$ cat src/rtl/bilstm_batch_sequencer_if.sv
// Handshake and memory-port bundle for bilstm_batch_sequencer.
// master = the sequencer itself, slave = surrounding BiLSTM / stream logic.
interface bilstm_batch_sequencer_if #(
    parameter int DATA_WIDTH       = 16,
    parameter int INPUT_ADDR_WIDTH = 6,
    parameter int OUT_ADDR_WIDTH   = 8,
    parameter int BATCH_CNT_W      = 8
);
    logic                        run;
    logic [BATCH_CNT_W-1:0]      num_batches;
    logic [DATA_WIDTH-1:0]       in_data;
    logic                        in_valid;
    logic                        in_ready;
    logic                        lstm_wr_en;
    logic [INPUT_ADDR_WIDTH-1:0] lstm_wr_addr;
    logic [DATA_WIDTH-1:0]       lstm_wr_data;
    logic                        lstm_start;
    logic                        lstm_done;
    logic                        concat_rd_en;
    logic [OUT_ADDR_WIDTH-1:0]   concat_rd_addr;
    logic [DATA_WIDTH-1:0]       concat_rd_data;
    logic [DATA_WIDTH-1:0]       out_data;
    logic                        out_valid;
    logic                        out_ready;
    logic                        out_last;
    logic [BATCH_CNT_W-1:0]      batch_idx;
    logic                        busy;
    logic                        all_done;

    modport master (
        input  run, num_batches, in_data, in_valid, lstm_done, concat_rd_data, out_ready,
        output in_ready, lstm_wr_en, lstm_wr_addr, lstm_wr_data, lstm_start,
               concat_rd_en, concat_rd_addr, out_data, out_valid, out_last,
               batch_idx, busy, all_done
    );

    modport slave (
        output run, num_batches, in_data, in_valid, lstm_done, concat_rd_data, out_ready,
        input  in_ready, lstm_wr_en, lstm_wr_addr, lstm_wr_data, lstm_start,
               concat_rd_en, concat_rd_addr, out_data, out_valid, out_last,
               batch_idx, busy, all_done
    );
endinterface

$ cat src/rtl/bilstm_batch_sequencer.sv
// Batch sequencer around BiLSTM_TOP: loads input batches, pulses start,
// waits for the concat store to finish and drains the concat memory as a
// backpressured stream. Optional WAIT watchdog: BILSTM_SEQ_TIMEOUT_EN.
module bilstm_batch_sequencer #(
    parameter int DATA_WIDTH       = 16,
    parameter int ELEMS_PER_BATCH  = 60,
    parameter int INPUT_ADDR_WIDTH = 6,
    parameter int VEC_SIZE         = 200,
    parameter int OUT_ADDR_WIDTH   = 8,
    parameter int BATCH_CNT_W      = 8,
    parameter int TIMEOUT_CYCLES   = 65535
) (
    input  logic clk,
    input  logic rst,
    bilstm_batch_sequencer_if.master bus
`ifdef BILSTM_SEQ_TIMEOUT_EN
    ,
    output logic timeout_err
`endif
);
    localparam int RD_W = OUT_ADDR_WIDTH + 1;

    if (ELEMS_PER_BATCH > 2 ** INPUT_ADDR_WIDTH || VEC_SIZE > 2 ** OUT_ADDR_WIDTH ||
        TIMEOUT_CYCLES < 1) begin : g_param_check
        $error("bilstm_batch_sequencer: inconsistent parameters");
    end

`ifdef BILSTM_SEQ_TIMEOUT_EN
    typedef enum logic [2:0] {S_IDLE, S_LOAD, S_START, S_WAIT, S_DRAIN, S_NEXT, S_ERROR} state_t;
    localparam int TW = $clog2(TIMEOUT_CYCLES + 1);
    logic [TW-1:0] wait_cnt;
`else
    typedef enum logic [2:0] {S_IDLE, S_LOAD, S_START, S_WAIT, S_DRAIN, S_NEXT} state_t;
`endif

    state_t                      state, state_nxt;
    logic [INPUT_ADDR_WIDTH-1:0] elem_cnt;
    logic [RD_W-1:0]             rd_cnt;
    logic [BATCH_CNT_W-1:0]      batch_idx_q, last_idx;
    logic                        done_prev;
    logic                        rd_inflight, rd_last_q;
    logic [DATA_WIDTH-1:0]       fifo_data [2];
    logic [1:0]                  fifo_last;
    logic                        wr_ptr, rd_ptr;
    logic [1:0]                  fifo_cnt, occ_after;
    logic                        beat, last_beat, pop, rd_issue, last_acc, head_last;

    assign beat      = (state == S_LOAD) && bus.in_valid;
    assign last_beat = beat && (elem_cnt == INPUT_ADDR_WIDTH'(ELEMS_PER_BATCH - 1));
    assign head_last = fifo_last[rd_ptr];
    assign pop       = (fifo_cnt != 2'd0) && bus.out_ready;
    assign last_acc  = pop && head_last;
    // Occupancy is taken after this cycle's pop, which is what lets a read
    // issue every cycle while the consumer keeps out_ready high.
    assign occ_after = fifo_cnt - {1'b0, pop};
    assign rd_issue  = (state == S_DRAIN) && (rd_cnt < RD_W'(VEC_SIZE)) &&
                       ((occ_after + {1'b0, rd_inflight}) < 2'd2);

    // State register.
    always_ff @(posedge clk) begin
        if (rst) state <= S_IDLE;
        else     state <= state_nxt;
    end

    // Next-state decode and state-derived outputs.
    always_comb begin
        state_nxt           = state;
        bus.in_ready        = 1'b0;
        bus.lstm_start      = 1'b0;
        bus.all_done        = 1'b0;
        bus.busy            = (state != S_IDLE);
        bus.batch_idx       = batch_idx_q;
        bus.lstm_wr_en      = beat;
        bus.lstm_wr_addr    = beat ? elem_cnt : '0;
        bus.lstm_wr_data    = beat ? bus.in_data : '0;
        bus.concat_rd_en    = rd_issue;
        bus.concat_rd_addr  = rd_issue ? rd_cnt[OUT_ADDR_WIDTH-1:0] : '0;
        bus.out_valid       = (fifo_cnt != 2'd0);
        bus.out_data        = (fifo_cnt != 2'd0) ? fifo_data[rd_ptr] : '0;
        bus.out_last        = (fifo_cnt != 2'd0) && head_last;
        case (state)
            S_IDLE:  if (bus.run) state_nxt = S_LOAD;
            S_LOAD: begin
                bus.in_ready = 1'b1;
                if (last_beat) state_nxt = S_START;
            end
            S_START: begin
                bus.lstm_start = 1'b1;
                state_nxt      = S_WAIT;
            end
            S_WAIT: begin
                if (bus.lstm_done && !done_prev) state_nxt = S_DRAIN;
`ifdef BILSTM_SEQ_TIMEOUT_EN
                else if (wait_cnt == TW'(TIMEOUT_CYCLES - 1)) state_nxt = S_ERROR;
`endif
            end
            S_DRAIN: if (last_acc) state_nxt = S_NEXT;
            S_NEXT: begin
                if (batch_idx_q == last_idx) begin
                    bus.all_done = 1'b1;
                    state_nxt    = S_IDLE;
                end else begin
                    state_nxt = S_LOAD;
                end
            end
`ifdef BILSTM_SEQ_TIMEOUT_EN
            S_ERROR: state_nxt = S_ERROR;
`endif
            default: state_nxt = S_IDLE;
        endcase
    end

    // Run bookkeeping, element/read counters and done edge tracking.
    always_ff @(posedge clk) begin
        if (rst) begin
            elem_cnt    <= '0;
            rd_cnt      <= '0;
            batch_idx_q <= '0;
            last_idx    <= '0;
            done_prev   <= 1'b0;
        end else begin
            if (state == S_IDLE && bus.run) begin
                last_idx    <= (bus.num_batches == '0) ? '0 : bus.num_batches - BATCH_CNT_W'(1);
                batch_idx_q <= '0;
            end
            if (state == S_NEXT && batch_idx_q != last_idx) batch_idx_q <= batch_idx_q + BATCH_CNT_W'(1);
            if (beat) elem_cnt <= last_beat ? '0 : elem_cnt + INPUT_ADDR_WIDTH'(1);
            // Held high outside WAIT, so a done level left over from the
            // previous batch must drop before it can rise again.
            done_prev <= (state == S_WAIT) ? bus.lstm_done : 1'b1;
            if (rd_issue)              rd_cnt <= rd_cnt + RD_W'(1);
            else if (state != S_DRAIN) rd_cnt <= '0;
        end
    end

    // Two-entry output FIFO fed by reads returning one cycle after issue.
    always_ff @(posedge clk) begin
        if (rst) begin
            rd_inflight  <= 1'b0;
            rd_last_q    <= 1'b0;
            wr_ptr       <= 1'b0;
            rd_ptr       <= 1'b0;
            fifo_cnt     <= 2'd0;
            fifo_last    <= 2'b00;
            fifo_data[0] <= '0;
            fifo_data[1] <= '0;
        end else begin
            rd_inflight <= rd_issue;
            rd_last_q   <= rd_issue && (rd_cnt == RD_W'(VEC_SIZE - 1));
            if (rd_inflight) begin
                fifo_data[wr_ptr] <= bus.concat_rd_data;
                fifo_last[wr_ptr] <= rd_last_q;
                wr_ptr            <= ~wr_ptr;
            end
            if (pop) rd_ptr <= ~rd_ptr;
            fifo_cnt <= fifo_cnt + {1'b0, rd_inflight} - {1'b0, pop};
        end
    end

`ifdef BILSTM_SEQ_TIMEOUT_EN
    // WAIT watchdog; the error flag stays set until reset.
    always_ff @(posedge clk) begin
        if (rst) begin
            wait_cnt    <= '0;
            timeout_err <= 1'b0;
        end else begin
            wait_cnt <= (state == S_WAIT) ? wait_cnt + TW'(1) : '0;
            if (state == S_WAIT && state_nxt == S_ERROR) timeout_err <= 1'b1;
        end
    end
`endif
endmodule
$ cat src/flat_wrapper.sv
// flat-port wrapper written by rule: the top's interface ports become plain ports
module bilstm_batch_sequencer_flat 
#(
    parameter int DATA_WIDTH       = 16,
    parameter int ELEMS_PER_BATCH  = 60,
    parameter int INPUT_ADDR_WIDTH = 6,
    parameter int VEC_SIZE         = 200,
    parameter int OUT_ADDR_WIDTH   = 8,
    parameter int BATCH_CNT_W      = 8,
    parameter int TIMEOUT_CYCLES   = 65535
)
  (clk, rst, bus_run, bus_num_batches, bus_in_data, bus_in_valid, bus_lstm_done, bus_concat_rd_data, bus_out_ready, bus_in_ready, bus_lstm_wr_en, bus_lstm_wr_addr, bus_lstm_wr_data, bus_lstm_start, bus_concat_rd_en, bus_concat_rd_addr, bus_out_data, bus_out_valid, bus_out_last, bus_batch_idx, bus_busy, bus_all_done);
  bilstm_batch_sequencer_if #(.DATA_WIDTH(DATA_WIDTH), .INPUT_ADDR_WIDTH(INPUT_ADDR_WIDTH), .OUT_ADDR_WIDTH(OUT_ADDR_WIDTH), .BATCH_CNT_W(BATCH_CNT_W)) bus_i ();
  input  logic clk;
  input  logic rst;
  input wire logic [$bits(bus_i.run)-1:0] bus_run;
  input wire logic [$bits(bus_i.num_batches)-1:0] bus_num_batches;
  input wire logic [$bits(bus_i.in_data)-1:0] bus_in_data;
  input wire logic [$bits(bus_i.in_valid)-1:0] bus_in_valid;
  input wire logic [$bits(bus_i.lstm_done)-1:0] bus_lstm_done;
  input wire logic [$bits(bus_i.concat_rd_data)-1:0] bus_concat_rd_data;
  input wire logic [$bits(bus_i.out_ready)-1:0] bus_out_ready;
  output wire logic [$bits(bus_i.in_ready)-1:0] bus_in_ready;
  output wire logic [$bits(bus_i.lstm_wr_en)-1:0] bus_lstm_wr_en;
  output wire logic [$bits(bus_i.lstm_wr_addr)-1:0] bus_lstm_wr_addr;
  output wire logic [$bits(bus_i.lstm_wr_data)-1:0] bus_lstm_wr_data;
  output wire logic [$bits(bus_i.lstm_start)-1:0] bus_lstm_start;
  output wire logic [$bits(bus_i.concat_rd_en)-1:0] bus_concat_rd_en;
  output wire logic [$bits(bus_i.concat_rd_addr)-1:0] bus_concat_rd_addr;
  output wire logic [$bits(bus_i.out_data)-1:0] bus_out_data;
  output wire logic [$bits(bus_i.out_valid)-1:0] bus_out_valid;
  output wire logic [$bits(bus_i.out_last)-1:0] bus_out_last;
  output wire logic [$bits(bus_i.batch_idx)-1:0] bus_batch_idx;
  output wire logic [$bits(bus_i.busy)-1:0] bus_busy;
  output wire logic [$bits(bus_i.all_done)-1:0] bus_all_done;
  assign bus_i.run = bus_run;
  assign bus_i.num_batches = bus_num_batches;
  assign bus_i.in_data = bus_in_data;
  assign bus_i.in_valid = bus_in_valid;
  assign bus_i.lstm_done = bus_lstm_done;
  assign bus_i.concat_rd_data = bus_concat_rd_data;
  assign bus_i.out_ready = bus_out_ready;
  assign bus_in_ready = bus_i.in_ready;
  assign bus_lstm_wr_en = bus_i.lstm_wr_en;
  assign bus_lstm_wr_addr = bus_i.lstm_wr_addr;
  assign bus_lstm_wr_data = bus_i.lstm_wr_data;
  assign bus_lstm_start = bus_i.lstm_start;
  assign bus_concat_rd_en = bus_i.concat_rd_en;
  assign bus_concat_rd_addr = bus_i.concat_rd_addr;
  assign bus_out_data = bus_i.out_data;
  assign bus_out_valid = bus_i.out_valid;
  assign bus_out_last = bus_i.out_last;
  assign bus_batch_idx = bus_i.batch_idx;
  assign bus_busy = bus_i.busy;
  assign bus_all_done = bus_i.all_done;
  bilstm_batch_sequencer #(.DATA_WIDTH(DATA_WIDTH), .ELEMS_PER_BATCH(ELEMS_PER_BATCH), .INPUT_ADDR_WIDTH(INPUT_ADDR_WIDTH), .VEC_SIZE(VEC_SIZE), .OUT_ADDR_WIDTH(OUT_ADDR_WIDTH), .BATCH_CNT_W(BATCH_CNT_W), .TIMEOUT_CYCLES(TIMEOUT_CYCLES)) u_core (.clk(clk), .rst(rst), .bus(bus_i));
endmodule
$ cat config.mk
export PLATFORM = sky130hd
export DESIGN_NAME = bilstm_batch_sequencer_flat
export DESIGN_NICKNAME = d
export VERILOG_FILES = /design/src/rtl/bilstm_batch_sequencer_if.sv /design/src/rtl/bilstm_batch_sequencer.sv /design/src/flat_wrapper.sv
export SDC_FILE = /design/constraint.sdc
export NUM_CORES = 1
export LEC_CHECK = 0
export BUFFER_PORTS_ARGS = -buffer_cell sky130_fd_sc_hd__buf_2
export CORE_ASPECT_RATIO = 1.75
export CORE_MARGIN = 4
export CORE_UTILIZATION = 50
export CTS_CLUSTER_DIAMETER = 200
export DETAILED_ROUTE_END_ITERATION = 16
export PLACE_DENSITY = 0.76
export SETUP_SLACK_MARGIN = 0.02
export SYNTH_ARGS = -nofsm -noshare
export SYNTH_HDL_FRONTEND = slang
export SYNTH_SLANG_ARGS = --single-unit
$ cat constraint.sdc
create_clock -name clk -period 8.29 [get_ports clk]
set_clock_uncertainty 0.15 [all_clocks]
set_input_delay 1.2435 -clock clk [delete_from_list [all_inputs] [get_ports clk]]
set_output_delay 1.2435 -clock clk [all_outputs]
set_load 0.02 [all_outputs]
==> impl_metrics.tcl, run 1 <==
set metrics [dict create \
    max_freq_mhz 207.1 \
    synth_ff_type "dfxtp_1" \
    powerDensity_mw_per_mm2 219.3 \
    rsz0062_at_grt "no" \
    fp.dieW_um 74.01 \
    cts_tree "built" \
    crit_fanout 16 \
    fin_crit_ns 4.829 \
    fp.dieArea_mm2 0.009140 \
    ant_nets 0 \
    syn_area_per_cell_um2 9.507 \
    grt_pass1_wl_um 13510 \
    postCtsSetupRepairBufs 0 \
    cp-end-kind "primary output" \
    cap_violations 0 \
    globalplace.congestion 0.8443 \
    synthArstFlopShare 0 \
    synth.area.top_cells "edfxtp_1 (25%), dfxtp_1 (23%), and2_1 (10%)" \
    fillers 624 \
    grt_overflow 0 \
    htreeDepth 3 \
    synth_area_mm2 0.003812 \
    min_to "u_core.fifo_last[0]" \
    cts_resized 0 \
    route.detailed.drc 0 \
    clkSinkCount 76 \
    nNetsFinal 556 \
    worst-endpoint-arrival_ns 3.44 \
    ys_types 42 \
    grt_max_degree 47 \
    worstRegToRegCells 11 \
    wl_um 8493 \
    finalHoldViolations 0 \
    num_antenna_cells 0 \
    clk_latency_ns 0.34 \
    r2r_slack_ns 5.31 \
    via_per_inst 5.296 \
    hp-start "u_core.rd_last_q" \
    die_h_um 123.5 \
    postLayoutCellArea_mm2 0.004688 \
    wl_per_cell_um 14.30 \
    power.leakage_nw 2.140 \
    critPathRequiredTime_ns 6.90 \
    portBuffers 107 \
    area.growth.synth_to_final_pct 22.97 \
    start_util 0.5197 \
    layout-drive-gt1-share 0.2539 \
    finalNonFillerCells 594 \
    tightest_slew_ns 1.090 \
    synth_top_area_frac 0.2521 \
    dr.pass1.iters 4 \
    seq_area_mm2 0.001842 \
    min_period_over_period 0.5825 \
    drt_iter0_markers 235 \
    first_global_vias 3043 \
    vias 3146 \
    grt_usage 0.1925 \
    coreArea_mm2 0.007336 \
    hold_depth 2 \
    clkTransAtPathRegs_ns 0.06 \
    synth_top_area_cell "edfxtp_1" \
    fp-row-count 41 \
    synthesis.nets 454 \
    dp.cells 578 \
    relSlewSlack 0.2710 \
    status "completed" \
    yosysWarnings 0 \
    setup_viol 0 \
    synth_enable_flop_cells 32 \
    placed_area_mm2 0.004385 \
    hold_ws_ns 0.3065 \
    rr_endpoint "u_core.rd_cnt[3]" \
    peakVddDrop_mv 0.1365 \
    r2r-start "u_core.fifo_cnt[1]" \
    synth_cells 401 \
    multi_input_area_mm2 0.001829 \
    ioPinCount 108 \
    final_cell_mix "buf_2 (107), and2_1 (63), nor2_1 (52), dfxtp_1 (44), edfxtp_1 (32)" \
    crit_type "primary input to primary output" \
    worst_slack_ns 3.461 \
    cts_root_buffer "clkbuf_16" \
    layout_commonest_cell "buf_2" \
    hpwl_um 6370 \
    final.setup.tns_ns 0 \
    synth.yosys.seq_area_share 0.4831 \
    ys_seq_elements 76 \
    cts_buffers 9 \
    hold_buffers 0 \
    drv_slew 0 \
    crit_path_start_kind "primary input" \
    place_ws_ns 3.461 \
    antenna_found_initial 0 \
    hp-class "flip-flop to flip-flop" \
    clockBufferDepth 2 \
]
[final cells by class]
class | count | share of cell area
timing repair buffer | 109 | 0.1174
inverter | 15 | 0.01201
clock buffer | 10 | 0.05097
multi-input combinational | 292 | 0.3902
tap | 86 | 0.02295
sequential | 76 | 0.3928
clock inverter | 6 | 0.01361
[per-stage QoR]
step | utilization | total power, W
after global placement | 0.5978 | 0.0006449
after global routing | 0.6391 | 0.001080
final | 0.6391 | 0.001028
after detailed placement | 0.5978 | 0.0006516
after floorplan | - | 0.0005863
after CTS | 0.6391 | 0.001040
[layer usage]
layer,vias up,routed length [um],part of all wire,GRT usage
met3,17,474,0.056,0.05858
met4,0,188,0.022,0.07823
met1,1454,3215,0.38,0.1929
met2,81,4615,0.54,0.3567
met5,-,0,0,0
li1,1594,-,-,-
[where the power goes]
group / total [W] / switching, W / internal (W)
logic: 0.000206 / 0.000122 / 0.0000836
registers: 0.000434 / 0.0000266 / 0.000408
clock network: 0.000388 / 0.000148 / 0.000240
[cell usage after synthesis (6+ instances only)]
library cell  count
edfxtp_1         32
ha_1              7
xnor2_1           7
nand2_1          23
nand3_1          10
nor3_1            9
clkbuf_1         12
o21ai_0          11
a21oi_1          15
and2_1           63
a22oi_1           7
nor2_1           52
inv_1            14
dfxtp_1          44
xor2_1           16
nor3b_1           7
and3_1            6
mux2i_1          17
[critical path: stages]
cell	delay, ns
buf_2	0.10
o21ai_0	0.15
inv_1	0.08
ha_1	0.29
inv_1	0.05
ha_1	0.14
xor3_1	0.23
or4_4	0.56
inv_2	0.21
and2_1	0.19
buf_2	0.17
[how the worst max path moves through the flow]
stage                             to     startpoint  depth (start not counted)  slack, ns
6_report       bus_concat_rd_addr[6]  bus_out_ready                         11       3.46
3_5_place_dp   bus_concat_rd_addr[6]  bus_out_ready                         11       3.46
5_1_grt        bus_concat_rd_addr[6]  bus_out_ready                         11       3.30
2_1_floorplan  bus_concat_rd_addr[0]  bus_out_ready                         11       3.60
4_1_cts        bus_concat_rd_addr[6]  bus_out_ready                         11       3.46
3_3_place_gp   bus_concat_rd_addr[6]  bus_out_ready                         11       3.54
[cell families (layout without fill, tap and decap cells)]
group	count (synthesis)	after routing	share of synthesized area
AND/OR/NAND/NOR	192	192	0.2671
flip-flops	76	76	0.4831
AO/OA/AOI/OAI	52	52	0.08599
buffers and inverters	33	140	0.03708
XOR/XNOR	24	24	0.05907
multiplexers	17	17	0.04463
adder cells (fa/ha/maj)	7	7	0.02297
[state kept, by name, indices dropped and copies added (netlist names), 2 cells and up, named ones only]
signal                count
u_core.bus.batch_idx      8
u_core.elem_cnt           6
u_core.fifo_cnt           2
u_core.fifo_data         32
u_core.fifo_last          2
u_core.last_idx           8
u_core.rd_cnt             9
u_core.state              3
No activity file was read; power rests on OpenSTA's default activity.
==> run 2, diff against run 1 <==
- ABC_AREA: not set -> 1
- CORE_UTILIZATION: 50 -> 48
- clock period: 8.29 -> 4.24 ns (I/O delays scaled with it)
==> run 2 against run 1 <==
Sequential cell count unchanged. Cell count up 25%. Area after synthesis up 5.4%. Combinational power rose to 4.2 times the previous value. Register-to-register slack worse by 3.5 ns. Core utilization down 3.5 points. Sequential power up 110%. Non-clock buffer count up 1. Hold slack better by 0.016 ns. Sequential share of layout area down 1.5 points. Critical path type is now flip-flop to primary output. Critical endpoint is now bus_concat_rd_addr[7].
==> impl_metrics.tcl, run 2 <==
set metrics [dict create \
    fillers 753 \
    max_freq_mhz 301.5 \
    grt_pass1_wl_um 15500 \
    path_cells "inv_1, nand2_1, nand2_1, inv_1, ha_1, inv_1, ha_1, xor2_1, xnor2_1, nand2_4, nor2_1, buf_2" \
    crit_type "flip-flop to primary output" \
    nNetsFinal 703 \
    synth_top_area_cell "edfxtp_1" \
    finalHoldViolations 0 \
    cts_root_buffer "clkbuf_16" \
    synthesis.nets 598 \
    yosysWarnings 0 \
    synth_enable_flop_cells 32 \
    synth.area.top_cells "edfxtp_1 (24%), dfxtp_1 (22%), nand2_1 (11%)" \
    route.detailed.drc 0 \
    synth_area_mm2 0.004018 \
    cts_resized 0 \
    rsz0062_at_grt "no" \
    status "completed" \
    layout_commonest_cell "nand2_1" \
    layout-drive-gt1-share 0.2122 \
    dr.pass1.iters 4 \
    worstRegToRegCells 13 \
    first_global_vias 3641 \
    tightest_slew_ns 0.7727 \
    fp.dieW_um 77.16 \
    crit_fanout 18 \
    clockBufferDepth 2 \
    synth_most_common_cell "nand2_1" \
    hp-class "flip-flop to flip-flop" \
    ant_nets 0 \
    coreArea_mm2 0.008070 \
    powerDensity_mw_per_mm2 502.7 \
    synth_top_area_frac 0.2392 \
    die_h_um 129.0 \
    max_stage_delay_ns 0.38 \
    synth_cells 545 \
    clk_latency_ns 0.32 \
    final_util 0.6042 \
    final_cell_mix "nand2_1 (117), buf_2 (107), nor2_1 (94), inv_1 (91), a21oi_1 (45)" \
    crit_top_cell "inv_1" \
    synth.yosys.seq_area_share 0.4584 \
    power.leakage_nw 2.310 \
    via_per_inst 5.020 \
    wl_um 9478 \
    synth_ff_type "dfxtp_1" \
    final.setup.tns_ns 0 \
    cap_violations 0 \
    start_util 0.4978 \
    critPathRequiredTime_ns 3.45 \
    synthArstFlopShare 0 \
    largestRegisters "u_core.fifo_data x32, u_core.rd_cnt x9" \
    globalplace.congestion 0.8243 \
    peakVddDrop_mv 0.2501 \
    grt_usage 0.1936 \
    grt_max_degree 29 \
    clkTransAtPathRegs_ns 0.06 \
    regMostFlops "u_core.fifo_data" \
    ioPinCount 108 \
    cts_tree "built" \
    min_period_over_period 0.7822 \
    vias 3740 \
    worst-endpoint-arrival_ns 2.53 \
    ys_types 36 \
    crit_path_start_kind "flip-flop" \
    cp_num_buf_inv 4 \
    relSlewSlack 0.4836 \
    hpwl_um 7097 \
    portBuffers 107 \
    crit_family "simple AND/OR/NAND/NOR gates" \
    hold_buffers 0 \
    wl_per_cell_um 12.72 \
    grt_overflow 0 \
    num_antenna_cells 0 \
    area.growth.synth_to_final_pct 21.36 \
    ys_seq_elements 76 \
    crit_path_top_delay_cell "xnor2_1" \
    clkSinkCount 76 \
    setup_viol 0 \
    hold_depth 2 \
    htreeDepth 3 \
    fp-row-count 43 \
    fin_crit_ns 3.317 \
    cp-end-kind "primary output" \
    drv_slew 0 \
    antenna_found_initial 0 \
    cts_buffers 9 \
    syn_area_per_cell_um2 7.372 \
    cp.depth 12 \
    fp.dieArea_mm2 0.009956 \
    largest_register_ffs 32 \
    drt_iter0_markers 196 \
    synth_common_cells "nand2_1 (117), nor2_1 (94), inv_1 (91), a21oi_1 (45), dfxtp_1 (44)" \
    postCtsSetupRepairBufs 0 \
]
==> run 2: cell types whose count changed after synthesis, sizes merged, moves of 9 or more <==
cell,change
inv,+79
nor2,+44
xor2,-9
nand2,+97
mux2i,-17
nand3,+28
and2,-63
a21oi,+31
==> run 2: path summary, 6_finish.rpt <==
path / from / endpoint / slack [ns]
worst max-delay path: u_core.fifo_cnt[1] / bus_concat_rd_addr[7] / 0.92
worst min-delay path: u_core.rd_last_q / u_core.fifo_last[1] / 0.32
worst max register to register: u_core.fifo_cnt[1] / u_core.rd_cnt[2] / 1.81
worst min register to register: u_core.rd_last_q / u_core.fifo_last[1] / 0.32
==> run 2: cell families (layout without fill, tap and decap cells) <==
group | count (synthesis) | count (layout) | synth area share
compound gates | 65 | 65 | 0.08751
buf+inv | 112 | 222 | 0.1099
fa+ha+maj | 7 | 7 | 0.02180
xor+xnor | 11 | 11 | 0.02398
simple gates | 274 | 274 | 0.2984
flops | 76 | 76 | 0.4584
==> run 2: where the power goes <==
part	total [W]	internal (W)	switching, W
Clock	0.000666	0.000392	0.000274
Sequential	0.000920	0.000840	0.0000798
Combinational	0.000865	0.000253	0.000612
Total	0.00245	0.00148	0.000966
==> run 2: metrics by stage <==
stage	instance area, um2	setup slack, ns	std cells	hold slack, ns	total power [W]
floorplan	4018	1.144	545	0.2960	0.001576
global placement	4614	1.058	729	0.3087	0.001774
detailed placement	4614	0.9847	729	0.3187	0.001800
global route	4876	0.7247	745	0.3504	0.002602
CTS	4876	0.9014	745	0.3267	0.002470
finish	4876	0.9234	745	0.3225	0.002451
==> run 2: final cells by class <==
| type | count | area (um2) | area share |
|---|---|---|---|
| Timing Repair Buffer | 110 | 558.0 | 0.1144 |
| Inverter | 96 | 367.9 | 0.07544 |
| Clock buffer | 11 | 232.7 | 0.04773 |
| Clock inverter | 5 | 28.78 | 0.005902 |
| Multi-Input combinational cell | 357 | 1734 | 0.3557 |
| Sequential cell | 76 | 1842 | 0.3777 |
| Tap cell | 90 | 112.6 | 0.02309 |
==> run 2: worst min-delay path, cell delays in order, from the launching register on <==
cell and delay [ns]:
dfxtp_1 0.29, inv_1 0.05, o22ai_1 0.08
==> run 2: per-layer routing <==
metal  up-vias  track usage  share of wire
met1      1713       0.1873           0.39
met3         8      0.04242          0.045
met2        92       0.3810           0.55
met4         0      0.09119          0.013
met5         -            0              0
li1       1927            -              -
==> run 3, diff against run 2 <==
- CORE_UTILIZATION: 48 -> 50
- clock period: 4.24 -> 3.25 ns (I/O delays scaled with it)
==> run 3 against run 2 <==
Sequential power increased by 30%. Sequential share of layout area decreased by 0.24 points. Register-to-register slack got worse by 0.82 ns. Clock power increased by 45%. Core utilization increased by 1.6 points. Highest routed layer unchanged. Global-route usage increased by 0.42 points. Critical endpoint is now bus_concat_rd_addr[6]. Cell area increased by 0.64%. Critical path depth unchanged. Routed wire length decreased by 1.4%. Hold slack got worse by 0.024 ns. Count of clock-buffer cells in the layout decreased by 2. Die area decreased by 3.7%.
==> impl_metrics.tcl, run 3 (synthesized netlist as in run 2, its figures left out) <==
set metrics [dict create \
    area.growth.synth_to_final_pct 22.14 \
    nNetsFinal 702 \
    finalHoldViolations 0 \
    cap_violations 0 \
    cts_resized 0 \
    grt_max_degree 29 \
    critPathRequiredTime_ns 2.61 \
    final_cell_mix "nand2_1 (117), buf_2 (107), nor2_1 (94), inv_1 (91), a21oi_1 (45)" \
    num_antenna_cells 0 \
    clkTransAtPathRegs_ns 0.06 \
    setup_viol 0 \
    die_h_um 126.6 \
    grt_usage 0.1979 \
    relSlewSlack 0.4990 \
    peakVddDrop_mv 0.4097 \
    antenna_found_initial 0 \
    largestRegisters "u_core.fifo_data x32, u_core.rd_cnt x9" \
    max_stage_delay_ns 0.34 \
    layout-drive-gt1-share 0.2171 \
    m1WireLength_um 3507 \
    crit_path_top_delay_cell "dfxtp_1" \
    first_global_vias 3486 \
    wl_um 9346 \
    ant_nets 0 \
    top_layer "met4" \
    clk_latency_ns 0.33 \
    fillers 722 \
    crit_fanout 18 \
    cts_tree "built" \
    cts_buffers 9 \
    crit_path_start_kind "flip-flop" \
    cts_root_buffer "clkbuf_16" \
    status "completed" \
    hpwl_um 6990 \
    layout_commonest_cell "nand2_1" \
    drt_iter0_markers 194 \
    place_ws_ns 0.2999 \
    power.leakage_nw 2.321 \
    endpoint "bus_concat_rd_addr[6]" \
    fp-row-count 43 \
    wl_met2_um 5227 \
    postCtsSetupRepairBufs 0 \
    max_freq_mhz 334.4 \
    htreeDepth 3 \
    powerDensity_mw_per_mm2 671.8 \
    tightest_slew_ns 0.7496 \
    regMostFlops "u_core.fifo_data" \
    vias 3756 \
    crit_top_cell "inv_1" \
    finalNonFillerCells 744 \
    coreArea_mm2 0.007909 \
    ioPinCount 108 \
    cp-end-kind "primary output" \
    dp.cells 728 \
    r2r-start "u_core.fifo_cnt[1]" \
    r2r_slack_ns 0.99 \
    final.setup.tns_ns 0 \
    largest_register_ffs 32 \
    grt_overflow 0 \
    route.detailed.drc 0 \
    fp.dieArea_mm2 0.009590 \
    hp-class "primary input to flip-flop" \
    met3_length_um 459 \
    rr_endpoint "u_core.rd_cnt[0]" \
    fin_crit_ns 2.991 \
    crit_start "u_core.fifo_cnt[1]" \
    hold_buffers 0 \
    clkSinkCount 76 \
    clockBufferDepth 2 \
    worst_slack_ns 0.2592 \
    portBuffers 107 \
    path_cells "inv_1, nand2_1, nand2_1, inv_1, ha_1, inv_1, ha_1, xor2_1, xnor2_2, nand2_4, nor2_1, buf_2" \
    start_util 0.5080 \
    globalplace.congestion 0.8160 \
    grt_pass1_wl_um 14920 \
    worstRegToRegCells 12 \
    dr.pass1.iters 5 \
    crit_type "flip-flop to primary output" \
    rsz0062_at_grt "no" \
    total_power_w 0.003297 \
    min_period_over_period 0.9203 \
    via_per_inst 5.048 \
    wl_per_cell_um 12.56 \
    fp.dieW_um 75.76 \
    worst-endpoint-arrival_ns 2.35 \
    drv_slew 0 \
]
-- run 3: stage by stage --
stage	util	area (um2)	hold slack, ns
floorplan	-	4018	0.2960
global placement	0.5825	4607	0.3085
detailed placement	0.5825	4607	0.3146
CTS	0.6195	4900	0.2849
global route	0.6205	4907	0.2906
finish	0.6205	4907	0.2980
-- run 3: how the worst min path moves through the flow --
stage	from	end	cells past startpoint
2_1_floorplan	u_core.wr_ptr	u_core.wr_ptr	2
3_3_place_gp	u_core.fifo_last[0]	u_core.fifo_last[0]	2
3_5_place_dp	u_core.rd_last_q	u_core.fifo_last[1]	2
4_1_cts	bus_lstm_done	u_core.done_prev	3
5_1_grt	bus_lstm_done	u_core.done_prev	3
6_report	bus_lstm_done	u_core.done_prev	3
-- run 3: area by class of cell --
cell class	count	area (um2)	area share
multi-input combinational	357	1742	0.3549
clock buffer	9	225.2	0.04589
tap	90	112.6	0.02295
sequential	76	1842	0.3753
timing repair buffer	109	550.5	0.1122
clock inverter	7	67.56	0.01377
inverter	96	367.9	0.07496
-- run 3: where the power goes --
| group | total, W | internal (W) | switching [W] |
|---|---|---|---|
| Clock | 0.000963 | 0.000589 | 0.000373 |
| Sequential | 0.00120 | 0.00110 | 0.000103 |
| Combinational | 0.00114 | 0.000336 | 0.000799 |
| Total | 0.00330 | 0.00202 | 0.00128 |
-- run 3: per-layer routing --
metal,up-vias,track usage
li1,1930,-
met1,1706,0.2020
met2,108,0.3652
met3,12,0.04679
met4,0,0.07930
met5,-,0
-- run 3: critical path: cells and delay by family, from the launching register on --
family	cells	cell delay [ns]
adder cells (fa/ha/maj)	2	0.39
AND/OR/NAND/NOR	4	0.50
XOR/XNOR	2	0.41
flip-flops	1	0.34
buffers and inverters	4	0.38
